==> config.mk <==
export PLATFORM = sky130hd
export DESIGN_NAME = cone_lbist_ctrl
export DESIGN_NICKNAME = d
export VERILOG_FILES = /design/src/rtl/cone_lbist_ctrl.sv
export SDC_FILE = /design/constraint.sdc
export NUM_CORES = 1
export LEC_CHECK = 0
export ABC_AREA = 1
export CORE_ASPECT_RATIO = 0.75
export CORE_MARGIN = 2
export CORE_UTILIZATION = 30
export DETAILED_ROUTE_END_ITERATION = 8
export PLACE_DENSITY_LB_ADDON = 0.3
export SLEW_MARGIN = 10
export SYNTH_ARGS = -nofsm -noshare
export SYNTH_HDL_FRONTEND = slang
export SYNTH_SLANG_ARGS = --single-unit
==> constraint.sdc <==
create_clock -name CK -period 2.8 [get_ports CK]
set_clock_uncertainty 0.05 [all_clocks]
set_input_delay 0.56 -clock CK [delete_from_list [all_inputs] [get_ports CK]]
set_output_delay 0.56 -clock CK [all_outputs]
set_load 0.05 [all_outputs]
==> src/rtl/cone_lbist_ctrl.sv <==
// Logic-BIST sequencer for a single-output combinational cone: LFSR vectors
// are held for SETTLE cycles, the cone output is compacted into a 16-bit MISR.
module cone_lbist_ctrl #(
  parameter int unsigned      NIN    = 35,
  parameter logic [NIN-1:0]   TAPS   = 35'h5_0000_0000,
  parameter logic [NIN-1:0]   SEED   = 35'h1,
  parameter int unsigned      NPAT   = 1024,
  parameter int unsigned      SETTLE = 1,
  parameter logic [15:0]      GOLDEN = 16'h0000
) (
  input  logic           CK,
  input  logic           RST_N,
  input  logic           start,
  input  logic           abort,
  output logic [NIN-1:0] cone_in,
  input  logic           cone_out,
  output logic           busy,
  output logic           done,
  output logic           pass,
  output logic [15:0]    signature,
  output logic [15:0]    pat_cnt
);

  typedef enum logic [2:0] {
    S_IDLE, S_SEED, S_APPLY, S_CAPTURE, S_CHECK, S_DONE
  } state_t;

  localparam logic [NIN-1:0] SEED_EFF    = (SEED == '0) ? NIN'(1) : SEED;
  localparam logic [3:0]     SETTLE_LAST = 4'(SETTLE - 1);
  localparam logic [15:0]    NPAT_LAST   = 16'(NPAT - 1);

  state_t         state;
  logic [NIN-1:0] lfsr;
  logic [15:0]    misr;
  logic [3:0]     settle_cnt;

  logic           misr_fb;
  logic [15:0]    misr_next;
  logic [NIN-1:0] lfsr_next;

  assign misr_fb   = misr[15] ^ cone_out;
  assign misr_next = {misr[14:0], 1'b0} ^ (misr_fb ? 16'h1021 : 16'h0000);
  assign lfsr_next = {lfsr[NIN-2:0], ^(lfsr & TAPS)};
  assign signature = misr;

  always_ff @(posedge CK) begin
    done <= 1'b0;
    if (!RST_N) begin
      state      <= S_IDLE;
      lfsr       <= SEED_EFF;
      misr       <= '0;
      pat_cnt    <= '0;
      settle_cnt <= '0;
      cone_in    <= '0;
      busy       <= 1'b0;
      pass       <= 1'b0;
    end else if (abort && state != S_IDLE) begin
      // misr and pat_cnt deliberately left intact for post-mortem inspection
      state      <= S_IDLE;
      settle_cnt <= '0;
      busy       <= 1'b0;
      pass       <= 1'b0;
    end else begin
      case (state)
        S_IDLE: begin
          if (start) begin
            state <= S_SEED;
            busy  <= 1'b1;
          end
        end
        S_SEED: begin
          lfsr       <= SEED_EFF;
          misr       <= '0;
          pat_cnt    <= '0;
          pass       <= 1'b0;
          settle_cnt <= '0;
          cone_in    <= SEED_EFF;
          state      <= S_APPLY;
        end
        S_APPLY: begin
          if (settle_cnt == SETTLE_LAST) begin
            settle_cnt <= '0;
            state      <= S_CAPTURE;
          end else begin
            settle_cnt <= settle_cnt + 4'd1;
          end
        end
        S_CAPTURE: begin
          misr <= misr_next;
          lfsr <= lfsr_next;
          if (pat_cnt != '1) pat_cnt <= pat_cnt + 16'd1;
          // cone_in is registered, so the next vector is loaded alongside the LFSR
          if (pat_cnt == NPAT_LAST) begin
            state <= S_CHECK;
          end else begin
            state   <= S_APPLY;
            cone_in <= lfsr_next;
          end
        end
        S_CHECK: begin
          pass  <= (misr == GOLDEN);
          busy  <= 1'b0;
          done  <= 1'b1;
          state <= S_DONE;
        end
        S_DONE: begin
          state <= S_IDLE;
        end
        default: begin
          state <= S_IDLE;
          busy  <= 1'b0;
        end
      endcase
    end
  end

endmodule

Word-level counts from Yosys, hierarchy flattened
Cells that the tools add are included.
Storage, ports and cells
  register bits after elaboration: 112
  bits of input ports: 5
  output and inout bits: 70
  word-level logic and storage cells: 60
Operators by class
  $add $sub $neg: 2
  eq/ne operators: 11
  multiplexer cells: 17
  bitwise logic cells: 5
  reduce and logical (&&, ||, !) cells: 16
Operator list (number)
  $pmux 35 s2: 2
  $pmux 16 s2: 2
  $mux 35: 1
  $reduce_xor 35->1: 1
  $add 16x1->16 const B: 1
  $eq 16x10->1 const B: 1
  $logic_not 16->1: 1
  $mux 16: 1
  $ne 16x16->1 const B: 1
  $xor 16x13->16: 1
  $pmux 3 s5: 1
  $mux 13: 1
  $mux 3: 3
  $ne 2x2->1 const B: 4
  $pmux 4 s2: 1
  $eq 3x2->1 const B: 2
  $eq 3x3->1 const B: 2
  $reduce_and 2->1: 3
  $reduce_and 3->1: 2
  $reduce_bool 2->1: 3
  $add 4x1->4 const B: 1
  $logic_not 4->1: 1
  $mux 4: 1
  $pmux 1 s2: 2
  other kinds (9): 12

Longest topological paths before layout
Gate-level depths: netlist of the first run.
  word-level depth: 4
  mapped depth: 11
  gate-level depth less buffers: 11

Worst setup path after synthesis of the first run
OpenSTA, ideal clock, no wires.
  path type: register to register
  start point: register pat_cnt[1]
  end point: register cone_in[1]
  setup time: 115 ps
  arrival: 1852 ps
  required time: 2635 ps
  setup slack: 783 ps
  cell stages (with the launch flop): 12
  buffers on the path: 1
  clock period less this slack: 2017 ps
  path through: dfxtp_1 ha_1 nand2_2 nor2_4 nand2_2 clkinv_2 nand3_4 nand2_4 buf_6 nand2_1 o21ai_0 inv_1
On the way
  word-level cells in the longest chain between the ends: 3
RTL lines
  start: declaration: RTL line 21  | output logic [15:0] pat_cnt
  start signal: assignment: RTL line 91  | if (pat_cnt != '1) pat_cnt <= pat_cnt + 16'd1;
  $eq 16x10->1: RTL line 93  | if (pat_cnt == NPAT_LAST) begin
  $ne 2x2->1 (no source line)
  $reduce_and 3->1 (no source line)
  end signal: assignment: RTL line 97  | cone_in <= lfsr_next;
  end: declaration: RTL line 15  | output logic [NIN-1:0] cone_in,
No other way between the ends.
A chain may end at the register's enable or synchronous reset.

Worst setup path in the final report of the first run
  start point: register pat_cnt[12]
  end point: output pat_cnt[12]
No word-level cell between the ends.

==> metrics.csv, run 1 <==
stage;metric;value;unit
clock_tree;clkLatencyLatePin;360;ps
clock_tree;cts_tree;yes;
sta;finalHoldViolCount;0;
global_route;busiest_layer;met1;
detailed_routing;drtAntennaViolNets;0;
pwr;power_leakage;2.69;nW
clock_tree;post-cts-setup-buffers;0;
global_route;grt_pass1_wl;19600;µm
layout;layout.cells.most_common;nand2_1;
global_route;met3_usage;4.27;%
layout;drive_above_1_share;8.80;%
clock_tree;cts_resized;0;
detailed_routing;drt_first_pass_iters;4;
global_route;use_met2;19.0;%
place;place.gp.congestion;0.797;
sta;tns;0;ps
detailed_routing;drt_iter0_markers;313;
detailed_routing;drc_errors;0;
yosys;syn_nets;675;
place;numPortBuffers;74;
critical_path;setup.worst_path.end_class;output port;
yosys;synth_area;0.00505;mm²
yosys;synthCells;667;
global_route;grt_max_degree;38;
sta;finalSetupViolCount;0;
pwr;power;0.00368;W
worst_hold_path;holdCritPathClass;register to register;
layout;layout_common_cells;180 x nand2_1, 112 x dfxtp_1, 110 x inv_1, 74 x clkdlybuf4s50_1, 44 x nor2_1;
floorplanning;start_util;30.4;%
sta;tightest_slew;546;ps
critical_path;slowest_delay;870;ps
sta;rsz0062_at_grt;false;
clock_tree;numCtsBuffers;9;
detailed_routing;post_drt_wl_per_cell;12.4;µm
floorplanning;rows;41;
floorplanning;die_x;154;µm
yosys;ys_warn_count;0;
yosys;synth_seq_cells;112;
critical_path;cp.required;2190;ps
global_route;grt_overflow;0;
critical_path;critPathTopFamily;buffers and inverters;
layout;fin_nets;742;
detailed_routing;via_per_inst;4.42;
global_route;grt_usage;13.6;%
global_route;antenna_found_initial;0;
yosys;avgSynthCellArea;7.57;µm²
place;dp_hpwl;8090;µm
pwr;peakVddDrop;0.279;mV
critical_path;arrival;1720;ps
critical_path;start_kind;register;
critical_path;crit_path_top_delay_cell;clkdlybuf4s50_1;
floorplanning;die_y;116;µm
clock_tree;htree_levels;3;
clock_tree;clkTransAtPathRegs;80;ps
clock_tree;cts-hold-fix-buffers;0;
critical_path;criticalPathCategory;register to output port;
floorplanning;core;0.0166;mm²
floorplanning;ioPinCount;75;
job;maxCapViolCount;0;
yosys;yosysSeqAreaShare;44.4;%
yosys;ys_types;36;
clock_tree;clock-sinks;112;
clock_tree;cts_buffer_depth;2;
sta;timing.final.crit_share;83.4;%
sta;maxSlewViolCount;0;
detailed_routing;vias;4216;
critical_path;crit_chain;clkdlybuf4s50_1;
critical_path;cp_max_fo;8;
outcome;status;complete, no violations;
sta;fin_crit;2330;ps
floorplanning;fp.dieArea;0.0179;mm²
sta;fin_ws;466;ps
critical_path;path_buf_inv;1;
sta;max_freq;428;MHz
detailed_routing;routed_wl;11800;µm
global_route;use_met1;20.3;%
layout;area_growth;23.9;%
sta;slew_headroom;63.5;%
clock_tree;cts_root_buf;clkbuf_16;
pwr;powerDensity;588;mW/mm²
layout;insertedDiodeCount;0;
global_route;grt_pass1_vias;3844;
place;pre_cts_slack;404;ps
[layer usage]
layer | wire [µm] | part of all wire (%)
met5 | 0 | 0
met4 | 99 | 0.84
met3 | 601 | 5.1
met2 | 4620 | 39
met1 | 6500 | 55
[through the flow]
step           area [µm²]  hold WS, ps  cells  util (%)
2_1_floorplan        5050          391    667         -
3_3_place_gp         5950          398    938      35.8
3_5_place_dp         5950          403    938      35.8
4_1_cts              6260          420    954      37.6
5_1_grt              6260          436    954      37.6
6_report             6260          413    954      37.6
[synth_stat cells, drive strengths merged]
cell	instances	share of area, %
nor3b	1	0.15
nand3	37	4.1
o21a	25	3.7
nor4	1	0.12
buf	23	3.7
nand4	8	0.99
o32ai	18	4.6
clkinv	2	0.17
a21oi	22	2.2
nand2	190	15
nor2	54	5.2
dfxtp	112	44
o21ai	42	4.2
nor3	1	0.32
a22oi	3	0.45
o22ai	2	0.25
ha	3	0.74
clkbuf	3	0.22
xnor2	1	0.17
xor2	2	0.35
inv	116	8.6
o21bai	1	0.15
[sequential cells by signal, summed over array words and instances, names as in the netlist]
register	cells
settle_cnt	4
signature	16
lfsr	35
cone_in	35
done	1
pat_cnt	16
busy	1
pass	1
state	3
[where the power goes]
group	internal [W]	switching (W)
clock	0.000714	0.000647
sequential	0.00168	0.0000579
combinational	0.000191	0.000388
total	0.00258	0.00109
[layout make-up]
type                    instances  area (µm²)
well taps                     215         269
repair buffers                 82         826
clock inverters                 7        85.1
multi-input cells             411        2160
clock buffers                   9         225
fillers                      1791       10400
inverters                     118         444
flip-flops and latches        112        2240
[path summary, 6_finish.rpt]
| path | start | slack [ps] | cells past startpoint | endpoint |
|---|---|---|---|---|
| setup / recovery | pat_cnt[12] | 470 | 1 | pat_cnt[12] |
| hold / removal | cone_in[30] | 410 | 2 | cone_in[30] |
| setup reg to reg | state[1] | 760 | 8 | cone_in[21] |
| hold reg to reg | cone_in[30] | 410 | 2 | cone_in[30] |
[cells by family (layout without fill, tap and decap cells)]
family / count (synthesis) / in the layout / share of synthesized area, %
compound gates: 113 / 113 / 15.5
xor+xnor: 3 / 3 / 0.521
fa+ha+maj: 3 / 3 / 0.744
buf+inv: 144 / 216 / 12.7
flops: 112 / 112 / 44.4
simple gates: 292 / 292 / 26.1
Note: power is estimated with default switching activity, not from simulation.
==> run 2: changes to the inputs <==
clock period = 1.9 ns   (was 2.8 ns; I/O delays follow)
==> metrics.csv, run 2 (synthesis results as in run 1) <==
stage;metric;value;unit;change
floorplanning;die_x;154;µm;unchanged
floorplanning;rows;41;;unchanged
job;maxCapViolCount;0;;unchanged
clock_tree;clkLatencyLatePin;360;ps;about the same
pwr;p_sw;0.00157;W;+43%
clock_tree;cts_buffer_depth;2;;unchanged
critical_path;setup.worst_path.end_class;register;;
global_route;antenna_found_initial;0;;unchanged
place;numPortBuffers;74;;unchanged
clock_tree;cts_tree;yes;;
sta;timing.final.crit_share;88.8;%;
place;place.gp.congestion;0.821;;+2.9%
pwr;powerDensity;829;mW/mm²;+41%
detailed_routing;drt_first_pass_iters;5;;+1
clock_tree;clock-sinks;112;;unchanged
detailed_routing;routed_wl;11900;µm;+1.0%
detailed_routing;drtAntennaViolNets;0;;unchanged
global_route;grt_pass1_vias;3920;;+2.0%
detailed_routing;post_drt_wl_per_cell;12.1;µm;-2.5%
sta;finalSetupViolCount;0;;unchanged
floorplanning;die_y;116;µm;unchanged
floorplanning;fp.dieArea;0.0179;mm²;unchanged
pwr;peakVddDrop;0.401;mV;+44%
place;dp_hpwl;8810;µm;+8.9%
layout;area_growth;26.5;%;
global_route;grt_usage;13.9;%;+0.31 points
critical_path;cp.required;2130;ps;-60 ps
layout;finish.utilization;38.4;%;+0.78 points
sta;finalHoldViolCount;0;;unchanged
layout;reg.largest.list;cone_in x35, lfsr x35;;
sta;rsz0062_at_grt;false;;
worst_hold_path;holdCritPathClass;register to register;;
global_route;grt_overflow;0;;unchanged
pwr;p_int;0.00373;W;+44%
sta;fin_crit;1690;ps;
clock_tree;numCtsBuffers;9;;unchanged
layout;insertedDiodeCount;0;;unchanged
pwr;netSwitchingFraction;29.6;%;-0.10 points
clock_tree;clkTransAtPathRegs;80;ps;about the same
clock_tree;htree_levels;3;;unchanged
pwr;power_leakage;3.02;nW;+12%
layout;fin_nets;778;;+4.9%
global_route;grt_max_degree;27;;-29%
detailed_routing;drc_errors;0;;unchanged
detailed_routing;vias;4278;;+1.5%
detailed_routing;via_per_inst;4.33;;-2.1%
sta;tightest_slew;369;ps;-177 ps
floorplanning;core;0.0166;mm²;unchanged
layout;layout_common_cells;180 x nand2_1, 110 x inv_1, 110 x dfxtp_1, 107 x buf_4, 44 x nor2_1;;
global_route;grt_pass1_wl;19800;µm;+0.81%
pwr;seq_power_share;48.2;%;+1.0 points
pwr;p_clk_share;34.7;%;-2.3 points
clock_tree;cts_resized;0;;unchanged
layout;drive_above_1_share;22.2;%;+13 points
sta;whs;415;ps;+1.71 ps
detailed_routing;routedLengthMet1;6600;µm;+1.5%
detailed_routing;top_layer;met4;;
clock_tree;post-cts-setup-buffers;0;;unchanged
clock_tree;cts-hold-fix-buffers;0;;unchanged
clock_tree;cts_root_buf;clkbuf_16;;
critical_path;criticalPathCategory;register to register;;
sta;maxSlewViolCount;0;;unchanged
critical_path;arrival;1910;ps;+190 ps
detailed_routing;dr_wl_met3;568;µm;-5.5%
critical_path;start_kind;register;;
sta;slew_headroom;75.3;%;+12 points
detailed_routing;dr_wl_met2;4720;µm;+2.2%
detailed_routing;drt_iter0_markers;253;;-19%
pwr;p_comb_share;17.1;%;+1.4 points
sta;max_freq;593;MHz;
outcome;status;complete, no violations;;
floorplanning;start_util;30.4;%;unchanged
critical_path;cp_max_fo;13;;+5
floorplanning;ioPinCount;75;;unchanged
layout;layout.cells.most_common;nand2_1;;
==> run 2: cell types whose count changed in the layout (fill, tap and decap cells not counted) <==
cell / delta
clkbuf_8: +1
inv_6: +1
bufinv_16: -1
clkdlybuf4s50_1: -70
buf_12: +5
dfxtp_1: -2
buf_4: +101
inv_8: -2
dfxtp_2: +2
==> run 2: path summary, 6_finish.rpt <==
kind,to,from,slack [ps],cells past startpoint
min,cone_in[30],cone_in[30],410,2
min reg2reg,cone_in[30],cone_in[30],410,2
max,pat_cnt[1],pat_cnt[13],210,8
max reg2reg,pat_cnt[1],pat_cnt[13],210,8
==> run 2: power groups by stage <==
stage	combinational, W	clock [W]	sequential [W]
3_5_place_dp	0.000913	0	0.00261
5_1_grt	0.000996	0.00199	0.00257
4_1_cts	0.000916	0.00191	0.00256
2_1_floorplan	0.000419	0	0.00282
3_3_place_gp	0.000911	0	0.00261
6_report	0.000904	0.00184	0.00255
==> run 2: area by class of cell <==
class	instances	area, µm²
inverter	118	444
clock buffer	10	239
multi-input combinational	411	2160
clock inverter	5	41.3
fill	1768	10200
timing repair buffer	118	983
sequential	112	2240
tap	215	269
==> run 2: stage by stage <==
step / power [W] / instance area (µm²) / std cells / setup TNS [ps] / setup slack (ps)
final: 0.00530 / 6390 / 989 / 0 / 214
after global routing: 0.00556 / 6390 / 989 / 0 / 17.3
after CTS: 0.00538 / 6390 / 989 / 0 / 207
after detailed placement: 0.00352 / 6110 / 974 / -7760 / -151
after global placement: 0.00352 / 6110 / 974 / -5750 / -123
after floorplan: 0.00324 / 5050 / 667 / 0 / 60.1
==> run 2: worst max-delay path: stages (launching register included) <==
cell and delay, ps:
dfxtp_1 470, nand2_1 110, nor2_1 260, nand2_1 110, nor2_2 130, nand2_4 110
nand2_4 170, nand2_1 70, a21oi_1 140
==> run 2: per-layer routing <==
| metal | vias up | global-route usage (%) |
|---|---|---|
| met3 | 4 | 3.71 |
| met4 | 0 | 4.95 |
| met2 | 71 | 19.0 |
| met5 | - | 0 |
| met1 | 1901 | 20.7 |
| li1 | 2302 | - |
